**src/rtl/dp_sched_pkg.sv**
```systemverilog
// dp_sched_pkg: shared definitions for the round-robin datapath scheduler.
//   - default parameter values (requester count, operand width, timeout)
//   - FSM state encoding
//   - idw(): width of a requester index, never less than one bit
package dp_sched_pkg;

    localparam int NREQ_DEF    = 4;
    localparam int W_DEF       = 8;
    localparam int TIMEOUT_DEF = 32;

    typedef enum logic [2:0] {
        S_IDLE  = 3'd0,
        S_GRANT = 3'd1,
        S_START = 3'd2,
        S_WAIT  = 3'd3,
        S_RESP  = 3'd4,
        S_ABORT = 3'd5
    } state_t;

    function automatic int idw(input int n);
        return (n <= 2) ? 1 : $clog2(n);
    endfunction

endpackage

```
**src/rtl/dp_rr_sched_rr_pick.sv**
```systemverilog
// rr_pick: combinational round-robin picker.
//   req   : request vector, one bit per requester
//   ptr   : highest-priority index for this search (0..NREQ-1)
//   found : at least one request is set
//   idx   : first set request searching ptr, ptr+1, ... mod NREQ
// The request vector is rotated so that ptr lands at bit 0, priority-encoded
// from bit 0 upwards, and the offset is added back modulo NREQ. The modular
// add handles non-power-of-2 NREQ, where a plain IDW-bit wrap would be wrong.
module rr_pick
    import dp_sched_pkg::*;
#(
    parameter int NREQ = NREQ_DEF,
    parameter int IDW  = idw(NREQ)
) (
    input  logic [NREQ-1:0] req,
    input  logic [IDW-1:0]  ptr,
    output logic            found,
    output logic [IDW-1:0]  idx
);

    logic [NREQ-1:0] rot;
    logic [IDW-1:0]  off;

    function automatic logic [IDW-1:0] add_mod(input logic [IDW-1:0] a,
                                               input logic [IDW-1:0] b);
        logic [IDW:0] s;
        s = {1'b0, a} + {1'b0, b};
        if (s >= (IDW+1)'(NREQ)) s = s - (IDW+1)'(NREQ);
        return s[IDW-1:0];
    endfunction

    // rotate: rot[j] is the request that sits j places after ptr
    always_comb begin
        rot = '0;
        for (int j = 0; j < NREQ; j++) begin
            rot[j] = req[add_mod(ptr, IDW'(j))];
        end
    end

    // priority-encode: lowest set bit of the rotated vector wins
    always_comb begin
        found = 1'b0;
        off   = '0;
        for (int j = NREQ - 1; j >= 0; j--) begin
            if (rot[j]) begin
                found = 1'b1;
                off   = IDW'(j);
            end
        end
    end

    // un-rotate back to an absolute requester index
    assign idx = add_mod(ptr, off);

endmodule

```
**src/rtl/dp_rr_sched.sv**
```systemverilog
// dp_rr_sched: round-robin scheduler sharing one sequenced datapath between
// NREQ requesters. One job is outstanding at a time.
//   clk, rst      : clock (rising edge), async active-low reset
//   req, req_x    : per-requester request level and operand (i at [i*W +: W])
//   gnt           : one-hot grant, held from GRANT until RESP/ABORT ends
//   rsp_valid/id/data/err : one-cycle response strobe and its payload
//   dp_w, dp_x    : datapath start pulse and operand
//   dp_clr        : one-cycle datapath clear on timeout abort
//   dp_done, dp_result : datapath completion flag and result (WAIT only)
//   busy          : scheduler not idle
// All outputs except busy are registers; busy decodes the state register.
module dp_rr_sched
    import dp_sched_pkg::*;
#(
    parameter int NREQ    = NREQ_DEF,
    parameter int W       = W_DEF,
    parameter int TIMEOUT = TIMEOUT_DEF
) (
    input  logic                   clk,
    input  logic                   rst,
    input  logic [NREQ-1:0]        req,
    input  logic [NREQ*W-1:0]      req_x,
    output logic [NREQ-1:0]        gnt,
    output logic                   rsp_valid,
    output logic [idw(NREQ)-1:0]   rsp_id,
    output logic [W-1:0]           rsp_data,
    output logic                   rsp_err,
    output logic                   dp_w,
    output logic [W-1:0]           dp_x,
    output logic                   dp_clr,
    input  logic                   dp_done,
    input  logic [W-1:0]           dp_result,
    output logic                   busy
);

    localparam int IDW = idw(NREQ);
    localparam int TW  = $clog2(TIMEOUT);
    localparam logic [TW-1:0]  T_LAST  = TW'(TIMEOUT - 1);
    localparam logic [IDW-1:0] ID_LAST = IDW'(NREQ - 1);

    state_t         state, state_d;
    logic [IDW-1:0] id, id_d;
    logic [IDW-1:0] ptr, ptr_d;
    logic [TW-1:0]  timer, timer_d;

    logic [NREQ-1:0] gnt_d;
    logic [W-1:0]    dp_x_d, rsp_data_d;
    logic [IDW-1:0]  rsp_id_d;
    logic            dp_w_d, dp_clr_d, rsp_valid_d, rsp_err_d;

    logic            pick_found;
    logic [IDW-1:0]  pick_idx;
    logic [W-1:0]    xs [NREQ];

    for (genvar i = 0; i < NREQ; i++) begin : g_xs
        assign xs[i] = req_x[i*W +: W];
    end

    rr_pick #(.NREQ(NREQ), .IDW(IDW)) u_pick (
        .req   (req),
        .ptr   (ptr),
        .found (pick_found),
        .idx   (pick_idx)
    );

    assign busy = (state != S_IDLE);

    // Next-state and next-output logic. Pulses default low so each lasts one
    // cycle; rsp payload is zero outside the strobe cycle.
    always_comb begin
        state_d     = state;
        id_d        = id;
        ptr_d       = ptr;
        timer_d     = timer;
        gnt_d       = gnt;
        dp_x_d      = dp_x;
        dp_w_d      = 1'b0;
        dp_clr_d    = 1'b0;
        rsp_valid_d = 1'b0;
        rsp_id_d    = '0;
        rsp_data_d  = '0;
        rsp_err_d   = 1'b0;

        unique case (state)
            S_IDLE: begin
                if (pick_found) begin
                    state_d = S_GRANT;
                    id_d    = pick_idx;
                    dp_x_d  = xs[pick_idx];
                    gnt_d   = NREQ'(1) << pick_idx;
                end
            end
            S_GRANT: begin
                state_d = S_START;
                dp_w_d  = 1'b1;
            end
            S_START: begin
                // dp_done is deliberately not looked at here
                state_d = S_WAIT;
                timer_d = '0;
            end
            S_WAIT: begin
                // done has priority over the timeout on the last WAIT cycle
                if (dp_done) begin
                    state_d     = S_RESP;
                    rsp_valid_d = 1'b1;
                    rsp_id_d    = id;
                    rsp_data_d  = dp_result;
                end else if (timer == T_LAST) begin
                    state_d     = S_ABORT;
                    rsp_valid_d = 1'b1;
                    rsp_id_d    = id;
                    rsp_err_d   = 1'b1;
                    dp_clr_d    = 1'b1;
                end else begin
                    timer_d = timer + 1'b1;
                end
            end
            S_RESP, S_ABORT: begin
                // the served requester drops to lowest priority next search
                state_d = S_IDLE;
                gnt_d   = '0;
                ptr_d   = (id == ID_LAST) ? '0 : id + 1'b1;
            end
            default: begin
                state_d = S_IDLE;
                gnt_d   = '0;
            end
        endcase
    end

    always_ff @(posedge clk or negedge rst) begin
        if (!rst) begin
            state     <= S_IDLE;
            id        <= '0;
            ptr       <= '0;
            timer     <= '0;
            gnt       <= '0;
            dp_x      <= '0;
            dp_w      <= 1'b0;
            dp_clr    <= 1'b0;
            rsp_valid <= 1'b0;
            rsp_id    <= '0;
            rsp_data  <= '0;
            rsp_err   <= 1'b0;
        end else begin
            state     <= state_d;
            id        <= id_d;
            ptr       <= ptr_d;
            timer     <= timer_d;
            gnt       <= gnt_d;
            dp_x      <= dp_x_d;
            dp_w      <= dp_w_d;
            dp_clr    <= dp_clr_d;
            rsp_valid <= rsp_valid_d;
            rsp_id    <= rsp_id_d;
            rsp_data  <= rsp_data_d;
            rsp_err   <= rsp_err_d;
        end
    end

endmodule

```
**config.mk**
```make
export PLATFORM = sky130hd
export DESIGN_NAME = dp_rr_sched
export DESIGN_NICKNAME = d
export VERILOG_FILES = /design/src/rtl/dp_sched_pkg.sv /design/src/rtl/dp_rr_sched_rr_pick.sv /design/src/rtl/dp_rr_sched.sv
export SDC_FILE = /design/constraint.sdc
export NUM_CORES = 1
export LEC_CHECK = 0
export ABC_AREA = 1
export ABC_CLOCK_PERIOD_IN_PS = 2500
export BUFFER_PORTS_ARGS = -buffer_cell sky130_fd_sc_hd__buf_2
export CAP_MARGIN = 40
export CORE_MARGIN = 2
export CORE_UTILIZATION = 45
export DETAILED_ROUTE_END_ITERATION = 8
export PLACE_DENSITY = 0.74
export SLEW_MARGIN = 20
export SYNTH_ARGS = -nofsm -noshare
export SYNTH_HDL_FRONTEND = slang
export SYNTH_HIERARCHICAL = 1
export SYNTH_SLANG_ARGS = --single-unit
```
**constraint.sdc**
```tcl
create_clock -name clk -period 2.5 [get_ports clk]
set_clock_uncertainty 0.2 [all_clocks]
set_input_delay 0.375 -clock clk [delete_from_list [all_inputs] [get_ports clk]]
set_output_delay 0.375 -clock clk [all_outputs]
set_load 0.02 [all_outputs]
```
==> flow_summary_export.csv, run 1 <==
group,metric,value,unit
status,outcome,"complete, no violations",
die,i_o_pin_cnt,74,
yosys,ys_ff_latch,37,
final_layout,multi_input_area,1130,um2
critical_path,critical_path.endpoint_type,"flop",
critical_path,critical-path-slowest-cell,"dfrtp_2",
final_layout,register_area,928,um2
power,powerDensity,1490,nW/um2
die,fp.dieArea,5130,um2
cts,cts_tree,"built",
critical_path,worstPathMaxFanout,8,
placed_design,count_of_buffers_inserted_at_the_top_level_ports,73,
timing,rsz0062_at_grt,"yes",
critical_path,worst_r2r_path_depth,17,
cts,cts_root_buf,"clkbuf_8",
critical_path,critical_path_class,"flop to flop",
final_layout,post_layout_utilization_of_the_core,0.658,
yosys,avgSynthCellArea,7.59,um2
final_layout,layout-drive-gt1-share,0.442,
placed_design,gpl.final_weighted_congestion,0.881,
cts,htree_num_levels,2,
critical_path,cp.required,2.48,ns
final_layout,fillCellCount,381,
grt,grt_pass1_vias,1858,
critical_path,crit-reg2reg-launch,"ptr[0]",
timing,final-max-slew-violation-count,0,
grt,global_route.peak_usage_layer,"met2",
timing,tightest_slew,0.385,ns
critical_path,crit_path_start_kind,"flop",
yosys,synth_largest_area_cell,"dfrtp_1",
grt,antenna_found_initial,0,
grt,grt_util_met1,0.253,
cts,clock_latency_at_the_later_pin_of_the_worst_skew_pair,0.29,ns
timing,final_setup_violation_count,0,
power,worst_ir_drop_vdd,0.850,mV
min_path,hold_class,"primary input to flop",
placed_design,dp.final_hpwl,3.41,mm
route,drt-total-wl,5.12,mm
yosys,synth_area_leaders,"dfrtp_1 (45%), nand2_1 (18%), nand3_1 (12%), o21ai_0 (3.7%), nor2_1 (2.7%)",
yosys,synth_cell_types,23,
yosys,synth.yosys.seq_area_share,0.450,
die,die-width,71.6,um
yosys,syn-cell-area,2060,um2
die,start_util,0.469,
grt,globalRoute.totalOverflow,0,
critical_path,worst-endpoint-arrival,2.47,ns
route,avgViaCountPerCell,5.02,
final_layout,final_nets,410,
grt,grt_use_met2,0.302,
route,antenna_left,0,
die,row_count,24,
yosys,synth-warning-count,6,
timing,clock.fmax,0.402,GHz
die,floorplan.core_area,4380,um2
cts,cts_buffers,5,
final_layout,insertedDiodeCount,0,
route,detail_route.drc_violations,0,
timing,worst_slack,0.0104,ns
timing,fin_crit_sh,0.996,
route,vias,2068,
cts,num_clock_sinks,37,
grt,groute.layer.met3.usage,0.0506,
cts,clk_transition_reported_paths,0.08,ns
placed_design,dpl_worst_slack,-0.0809,ns
critical_path,timing.critical_path.cells,"buf_6, nand2_2, nand2_1, nand2_1, nand2_2, nand3_2, a21oi_2, ha_2, xor2_2, inv_1, nand3_2, nand2_4, clkbuf_16, nand3_2, nand2_2, o21ai_2, nand2_1",
yosys,synthesis.nets,322,
timing,worst_slew_margin_rel,0.743,
die,fp.dieH,71.6,um
timing,timing.final.hold_violations,0,
cts,cts.path.max_buffers,2,
yosys,top_cell_type_s_share_of_synthesized_area,0.450,
critical_path,worst_path_largest_cell_delay,0.44,ns
critical_path,setup.worst_path.end,"dp_x[2]",
route,initial_detailed_routing_violation_count,127,
critical_path,crit_start,"ptr[0]",
timing,hold-worst-slack,0.0992,ns
timing,final.min_clock_period,2.49,ns
critical_path,r2r_end,"dp_x[2]",
timing,finalSetupTns,0,ns
route,wl_per_cell,12.4,um
grt,global_route.usage.total,0.189,
run,cap_viol_max_count,0,
grt,wire_length_of_the_first_global_routing_pass,7.86,mm
yosys,syn_inst_count,271,
route,drtPass1Iterations,4,
final_layout,syn_to_final_growth,40.4,%
critical_path,reg2reg_slack,0.01,ns
grt,grt_start_max_net_pins,38,
power,power.static_leakage,0.00160,uW
==> layout make-up <==
class / count / area share
Clock buffer: 5 / 0.0239
Clock inverter: 3 / 0.00737
Inverter: 20 / 0.0295
Multi-Input combinational cell: 203 / 0.392
Sequential cell: 37 / 0.322
Tap cell: 52 / 0.0225
Timing Repair Buffer: 92 / 0.203
==> layout by cell type (no fill, tap or decap), types with 2 or more instances in the layout <==
cell       count
nand2_1       79
buf_2         73
dfrtp_1       35
nand3_1       33
nand2_2       19
nor2_1        15
nand3_2       14
inv_1         13
buf_4         12
o21ai_1        9
o21ai_0        7
nor2_4         5
inv_2          5
clkbuf_8       5
nand2_4        4
o21ai_2        4
nor3_1         3
ha_1           3
inv_6          2
nand3b_1       2
clkbuf_16      2
dfrtp_2        2
buf_6          2
==> synthesized netlist by cell type <==
cell and n:
o21ai_2 1, xor2_1 1, o21ai_1 4, nand2_4 1, buf_2 3, nor2_4 5
nand4_1 1, buf_4 5, nor3_1 3, inv_4 1, inv_1 14, nor2_1 15
a21oi_1 1, nand3_1 48, ha_1 4, dfrtp_1 37, o21ai_0 15, nor2_2 1
inv_2 5, buf_6 3, nand2_1 96, nand2_2 5, nand3b_1 2
==> worst max-delay path: cells and delay by family, from the launching register on <==
| kind | cells | cell delay (ns) |
|---|---|---|
| AOI/OAI and AO/OA | 2 | 0.26 |
| xor gates and xnor gates | 1 | 0.17 |
| adders and majority gates | 1 | 0.21 |
| buffers and inverters | 3 | 0.40 |
| DFF | 1 | 0.44 |
| and+or+nand+nor | 10 | 0.70 |
==> per-stage QoR <==
step	power [uW]	cells	area, um2
2_1_floorplan	2570	271	2060
3_5_place_dp	3140	395	2490
6_report	4290	412	2890
3_3_place_gp	3120	395	2490
4_1_cts	3610	406	2610
5_1_grt	4640	412	2890
==> metal layers <==
layer | wire length (um) | vias up
li1 | - | 1051
met1 | 2270 | 954
met2 | 2480 | 58
met3 | 303 | 5
met4 | 58 | 0
met5 | 0 | -
==> worst min path at each step <==
stage | from | to | slack (ns) | cells after the start
after detailed placement | dp_x[2] | dp_x[2] | 0.27 | 2
after global routing | dp_result[2] | rsp_data[2] | 0.09 | 3
after floorplan | rst | dp_clr | -0.12 | 0
after global placement | timer[4] | timer[4] | 0.26 | 2
after CTS | dp_result[5] | rsp_data[5] | 0.08 | 3
final | dp_result[0] | rsp_data[0] | 0.1 | 3
==> where the power goes <==
part           internal [uW]  switching [uW]
clock network            198             220
registers                783             148
logic                   1170            1770
total                   2150            2140
==> sequential cells by signal, indices dropped and copies added, names as in the netlist <==
signal and cells:
dp_clr 1, dp_w 1, dp_x 8, gnt 4, id 2, ptr 2, rsp_data 8, rsp_id 2
rsp_valid 1, state 3, timer 5
==> cells by family after synthesis <==
family                     count (synthesis)  share of synthesized area
buffers and inverters                     31                     0.0797
adders and majority gates                  4                     0.0243
AOI/OAI and AO/OA                         21                     0.0529
xor gates and xnor gates                   1                    0.00426
DFF                                       37                      0.450
and+or+nand+nor                          177                      0.388
==> what timing repair did <==
item | 4_1_cts | 5_1_grt
pin swaps | 1 | 35
setup buffers | 2 | 3
endpoints found under the setup margin | 12 | 13
hold buffers | 1 | 0
resized for setup | 4 | 57
hold endpoints to repair | 31 | 0
cloned | 0 | 2
Note: power is estimated with default switching activity, not from simulation.
==> run 2, diff against run 1 <==
--- a/config.mk
+++ b/config.mk
@@ -12,7 +12,7 @@
 export CORE_MARGIN = 2
 export CORE_UTILIZATION = 45
 export DETAILED_ROUTE_END_ITERATION = 8
-export PLACE_DENSITY = 0.74
+export PLACE_DENSITY = 0.76
 export SLEW_MARGIN = 20
 export SYNTH_ARGS = -nofsm -noshare
 export SYNTH_HDL_FRONTEND = slang
==> run 2 against run 1 <==
  * Final cell count grew 0.49%
  * Worst setup slack gained 0.064 ns
  * Utilization is the same
  * Combinational power shrank 3%
  * Critical path type unchanged
  * Clock power grew 23%
  * Routed wire length grew 2.1%
  * Critical endpoint is now dp_x[0]
  * First-iteration DRC count grew 3.9%
  * Largest power group unchanged
  * Design area is the same
==> flow_summary_export.csv, run 2 (synthesis gave the netlist of run 1 again) <==
group,metric,value,unit
cts,cts_root_buf,"clkbuf_8",
timing,final-max-slew-violation-count,0,
power,powerDensity,1480,nW/um2
cts,cts_buffers,5,
route,avgViaCountPerCell,5.02,
route,detail_route.drc_violations,0,
status,outcome,"complete, no violations",
timing,final_setup_violation_count,0,
critical_path,worstPathMaxFanout,6,
grt,globalRoute.totalOverflow,0,
final_layout,insertedDiodeCount,0,
final_layout,postLayoutCellArea,2890,um2
cts,cts_tree,"built",
timing,worst_slew_margin_rel,0.742,
route,initial_detailed_routing_violation_count,132,
route,antenna_left,0,
critical_path,worst-endpoint-arrival,2.40,ns
placed_design,count_of_buffers_inserted_at_the_top_level_ports,73,
timing,final.min_clock_period,2.43,ns
route,wl_per_cell,12.6,um
min_path,hold_class,"primary input to flop",
final_layout,syn_to_final_growth,40.4,%
grt,wire_length_of_the_first_global_routing_pass,8.44,mm
timing,fin_crit_sh,0.970,
cts,clk_transition_reported_paths,0.08,ns
final_layout,fillCellCount,381,
placed_design,dp.final_hpwl,3.60,mm
critical_path,critical-path-slowest-cell,"dfrtp_2",
die,start_util,0.469,
cts,clock_latency_at_the_later_pin_of_the_worst_skew_pair,0.29,ns
critical_path,timing.critical_path.cells,"buf_6, nand2_4, nand2_2, nand2_2, nand2_2, nand3_2, a21oi_2, ha_2, xor2_2, inv_1, nand3_2, nand2_4, clkbuf_16, nand3_2, nand2_1, o21ai_2, nand2_1",
final_layout,layout-drive-gt1-share,0.431,
cts,num_clock_sinks,37,
die,row_count,24,
timing,worst_slack,0.0740,ns
run,cap_viol_max_count,0,
timing,tightest_slew,0.387,ns
critical_path,crit_path_start_kind,"flop",
cts,cts.path.max_buffers,2,
die,die-width,71.6,um
route,drtPass1Iterations,4,
die,floorplan.core_area,4380,um2
timing,clock.fmax,0.412,GHz
final_layout,mostFrequentLayoutCell,"nand2_1",
grt,grt_pass1_vias,2047,
die,fp.dieH,71.6,um
route,vias,2079,
grt,global_route.usage.total,0.204,
power,worst_ir_drop_vdd,0.916,mV
critical_path,cp.required,2.48,ns
timing,timing.final.hold_violations,0,
critical_path,worst_path_largest_cell_delay,0.43,ns
final_layout,biggestRegsByFlops,"dp_x x8, rsp_data x8, timer x5",
critical_path,critical_path.endpoint_type,"flop",
die,fp.dieArea,5130,um2
grt,grt_start_max_net_pins,38,
die,i_o_pin_cnt,74,
placed_design,dpl_worst_slack,-0.131,ns
grt,antenna_found_initial,0,
placed_design,gpl.final_weighted_congestion,0.865,
route,drt-total-wl,5.23,mm
placed_design,placed_cell_area,2470,um2
final_layout,mostFrequentLayoutCells,"nand2_1 (77), buf_2 (73), nand3_1 (39), dfrtp_1 (35), nand2_2 (19)",
power,power.static_leakage,0.00161,uW
critical_path,critical_path_class,"flop to flop",
timing,rsz0062_at_grt,"yes",
cts,htree_num_levels,2,
final_layout,final_nets,412,
[run 2: cell types whose count changed in the layout (fill, tap and decap cells not counted), moves of 2 or more]
cell | previous run | this run
o21ai_0 | 7 | 11
nand2_4 | 4 | 6
nand3_2 | 14 | 8
buf_4 | 12 | 15
nand3_1 | 33 | 39
inv_6 | 2 | 0
o21ai_1 | 9 | 4
nand2_1 | 79 | 77
[run 2: what timing repair did]
action	CTS	global route
gates resized for setup	5	51
pin swaps	0	31
hold endpoints to repair	0	14
endpoints found under the setup margin	9	12
setup buffers	3	5
hold buffers	0	1
gates cloned	0	1
[run 2: worst paths after layout]
check	to	depth (start not counted)	slack, ns	startpoint
min in group asynchronous	rsp_data[4]	2	0.33	rst
worst min-delay path	rsp_data[5]	3	0.1	dp_result[5]
worst max-delay path	dp_x[0]	17	0.07	ptr[0]
worst min register to register	dp_x[1]	2	0.28	dp_x[1]
worst max register to register	dp_x[0]	17	0.07	ptr[0]
max in group asynchronous	gnt[0]	3	1.32	rst
[run 2: report_power, final]
group          internal, uW  switching [uW]
logic                  1100            1740
registers               783             142
clock network           299             213
total                  2180            2090
[run 2: metrics by stage]
| stage | total power, uW | TNS [ns] | std cells | utilization | hold slack, ns |
|---|---|---|---|---|---|
| floorplan | 2570 | 0 | 271 | - | -0.121 |
| global placement | 3080 | -0.0828 | 395 | 0.564 | 0.260 |
| detailed placement | 3120 | -0.632 | 395 | 0.564 | 0.265 |
| CTS | 3700 | 0 | 406 | 0.596 | 0.00708 |
| global route | 4630 | -0.577 | 414 | 0.658 | 0.100 |
| finish | 4280 | 0 | 414 | 0.658 | 0.0964 |
[run 2: cell type report]
type / instances / area, um2 / area share
multi-input combinational: 203 / 1120 / 0.388
sequential: 37 / 928 / 0.322
timing repair buffer: 94 / 578 / 0.200
inverter: 20 / 82.6 / 0.0286
clock buffer: 6 / 72.6 / 0.0252
tap: 52 / 65.1 / 0.0225
clock inverter: 2 / 38.8 / 0.0134
[run 2: worst max-delay path: cells and delay by family, from the launching register on]
family	cells	cell delay, ns
buffers and inverters	3	0.38
adder cells (fa/ha/maj)	1	0.20
AO/OA/AOI/OAI	2	0.28
flip-flops	1	0.43
AND/OR/NAND/NOR	10	0.65
XOR/XNOR	1	0.15
[run 2: metal layers]
| metal | routed length, um | GRT usage | vias up |
|---|---|---|---|
| met5 | 0 | 0 | - |
| met4 | 95 | 0.0860 | 0 |
| met3 | 294 | 0.0577 | 10 |
| met2 | 2640 | 0.335 | 62 |
| met1 | 2200 | 0.252 | 957 |
| li1 | - | - | 1050 |
==> run 3, diff against run 2 <==
--- a/config.mk
+++ b/config.mk
@@ -13,6 +13,7 @@
 export CORE_UTILIZATION = 45
 export DETAILED_ROUTE_END_ITERATION = 8
 export PLACE_DENSITY = 0.76
+export REMOVE_ABC_BUFFERS = 1
 export SLEW_MARGIN = 20
 export SYNTH_ARGS = -nofsm -noshare
 export SYNTH_HDL_FRONTEND = slang
==> run 3 against run 2 <==
  * Critical endpoint is now dp_x[4]
  * Register-to-register slack barely moved
  * Non-clock buffer count is 5 lower
  * Clock-buffer cell count shrank 1
  * Design area down 3.9%
  * Largest power group unchanged
==> flow_summary_export.csv, run 3 (synthesis gave the netlist of run 1 again) <==
group,metric,value,unit
final_layout,syn_to_final_growth,34.8,%
timing,hold-worst-slack,0.0865,ns
critical_path,crit_path_start_kind,"flop",
timing,final.min_clock_period,2.44,ns
die,fp.dieH,71.6,um
cts,cts_tree,"built",
timing,finalSetupTns,0,ns
critical_path,r2r_end,"dp_x[4]",
final_layout,multi_input_area,1040,um2
cts,cts_buffers,5,
grt,global_route.usage.total,0.194,
final_layout,post_layout_nonfiller_instances,409,
critical_path,crit_start,"ptr[0]",
timing,worst_slew_margin_rel,0.801,
die,i_o_pin_cnt,74,
final_layout,mostFrequentLayoutCell,"nand2_1",
timing,rsz0062_at_grt,"yes",
final_layout,fillCellCount,396,
cts,htree_num_levels,2,
min_path,hold_class,"primary input to flop",
critical_path,critical-path-slowest-cell,"dfrtp_2",
placed_design,dp.final_hpwl,3.54,mm
timing,fin_crit_sh,0.976,
critical_path,critical_path_class,"flop to flop",
timing,tightest_slew,0.299,ns
route,avgViaCountPerCell,5.00,
cts,cts_root_buf,"clkbuf_8",
status,outcome,"complete, no violations",
grt,grt_pass1_vias,1864,
critical_path,reg2reg_slack,0.06,ns
cts,clock_latency_at_the_later_pin_of_the_worst_skew_pair,0.29,ns
critical_path,timing.critical_path.cells,"buf_6, nand2_2, nand2_1, nand2_1, nand2_2, nand3_2, a21oi_2, ha_2, xor2_2, inv_1, nand3_2, nand2_4, buf_6, nand3_1, nand2_1, o21ai_1, nand2_1",
placed_design,gpl.final_weighted_congestion,0.789,
min_path,worst_hold_startpoint,"dp_result[5]",
final_layout,biggestRegsByFlops,"dp_x x8, rsp_data x8, timer x5",
final_layout,insertedDiodeCount,0,
cts,num_clock_sinks,37,
timing,final-max-slew-violation-count,0,
final_layout,final_nets,407,
grt,antenna_found_initial,0,
power,power.static_leakage,0.00158,uW
route,detail_route.drc_violations,0,
timing,timing.final.hold_violations,0,
route,vias,2046,
run,cap_viol_max_count,0,
die,start_util,0.469,
final_layout,layout-drive-gt1-share,0.373,
route,drt-total-wl,5.05,mm
die,floorplan.core_area,4380,um2
die,row_count,24,
critical_path,crit-reg2reg-launch,"ptr[0]",
grt,grt_start_max_net_pins,38,
cts,cts.path.max_buffers,2,
critical_path,cp_num_cells,17,
die,fp.dieArea,5130,um2
route,wl_per_cell,12.3,um
critical_path,setup.worst_path.end,"dp_x[4]",
critical_path,worst_path_most_repeated_cell,"nand2_1",
critical_path,worst_path_largest_cell_delay,0.45,ns
critical_path,worstPathMaxFanout,8,
timing,clock.fmax,0.410,GHz
final_layout,mostFrequentLayoutCells,"nand2_1 (87), buf_2 (73), nand3_1 (43), dfrtp_1 (36), nor2_1 (15)",
critical_path,crit_path_buf_inv_count,3,
placed_design,placedCellCount,393,
critical_path,worst_r2r_path_depth,17,
route,drtPass1Iterations,4,
cts,clk_transition_reported_paths,0.08,ns
grt,globalRoute.totalOverflow,0,
power,worst_ir_drop_vdd,0.973,mV
route,antenna_left,0,
timing,final_setup_violation_count,0,
power,powerDensity,1460,nW/um2
critical_path,crit_family,"simple AND/OR/NAND/NOR gates",
die,die-width,71.6,um
grt,wire_length_of_the_first_global_routing_pass,7.94,mm
critical_path,worst-endpoint-arrival,2.43,ns
route,initial_detailed_routing_violation_count,78,
placed_design,count_of_buffers_inserted_at_the_top_level_ports,73,
critical_path,cp.required,2.48,ns
final_layout,register_area,927,um2
critical_path,critical_path.endpoint_type,"flop",
[run 3: cell count changes in the layout (fill, tap and decap cells not counted), moves of 2 or more]
cell	change
nand2_1	+10
nand2_2	-8
buf_4	-6
nand3_1	+4
o21ai_1	+4
o21ai_2	-4
buf_6	+3
nand3_2	-3
clkinv_4	-2
nand2_4	-2
[run 3: timing repair]
item,in CTS,in global routing
setup buffers,3,2
pin swaps,1,19
gates resized for setup,3,31
hold buffers,0,1
endpoints found under the hold margin,0,8
cloned,0,1
setup endpoints to repair,8,12
[run 3: power breakdown]
part           total [uW]  switching (uW)  internal, uW
sequential            928             146           781
combinational        2470            1560           918
clock                 631             229           402
total                4030            1930          2100
[run 3: area by class of cell]
cell class              count  area share
well taps                  52      0.0235
repair buffers             89       0.187
clock buffers               5      0.0248
clock inverters             3      0.0248
inverters                  20      0.0289
multi-input cells         203       0.376
flip-flops and latches     37       0.335
[run 3: per-layer routing]
metal	routed length [um]	global-route usage
met4	34	0.0398
met5	0	0
met3	228	0.0563
met1	2210	0.240
met2	2580	0.338
[run 3: worst min path at each step]
stage | cells past startpoint | slack, ns | to
floorplan | 0 | -0.12 | dp_clr
global placement | 2 | 0.26 | timer[4]
detailed placement | 2 | 0.27 | dp_x[0]
CTS | 1 | 0.003 | rsp_data[5]
global route | 3 | 0.08 | rsp_data[3]
finish | 3 | 0.09 | rsp_data[5]
[run 3: worst reg2reg max path, cell delays in order (launching register included)]
cell	delay (ns)
dfrtp_2	0.45
buf_6	0.15
nand2_2	0.06
nand2_1	0.06
nand2_1	0.06
nand2_2	0.07
nand3_2	0.06
a21oi_2	0.15
ha_2	0.20
xor2_2	0.16
inv_1	0.07
nand3_2	0.09
nand2_4	0.08
buf_6	0.15
nand3_1	0.07
nand2_1	0.05
o21ai_1	0.13
nand2_1	0.07
[run 3: stage by stage]
step / area [um2] / total power (uW) / util / worst slack, ns
floorplan: 1970 / 2360 / - / -0.111
global placement: 2460 / 3000 / 0.561 / 0.0171
detailed placement: 2460 / 3060 / 0.561 / -0.0474
CTS: 2620 / 3730 / 0.598 / 0.00610
global route: 2770 / 4350 / 0.632 / -0.102
finish: 2770 / 4030 / 0.632 / 0.0593
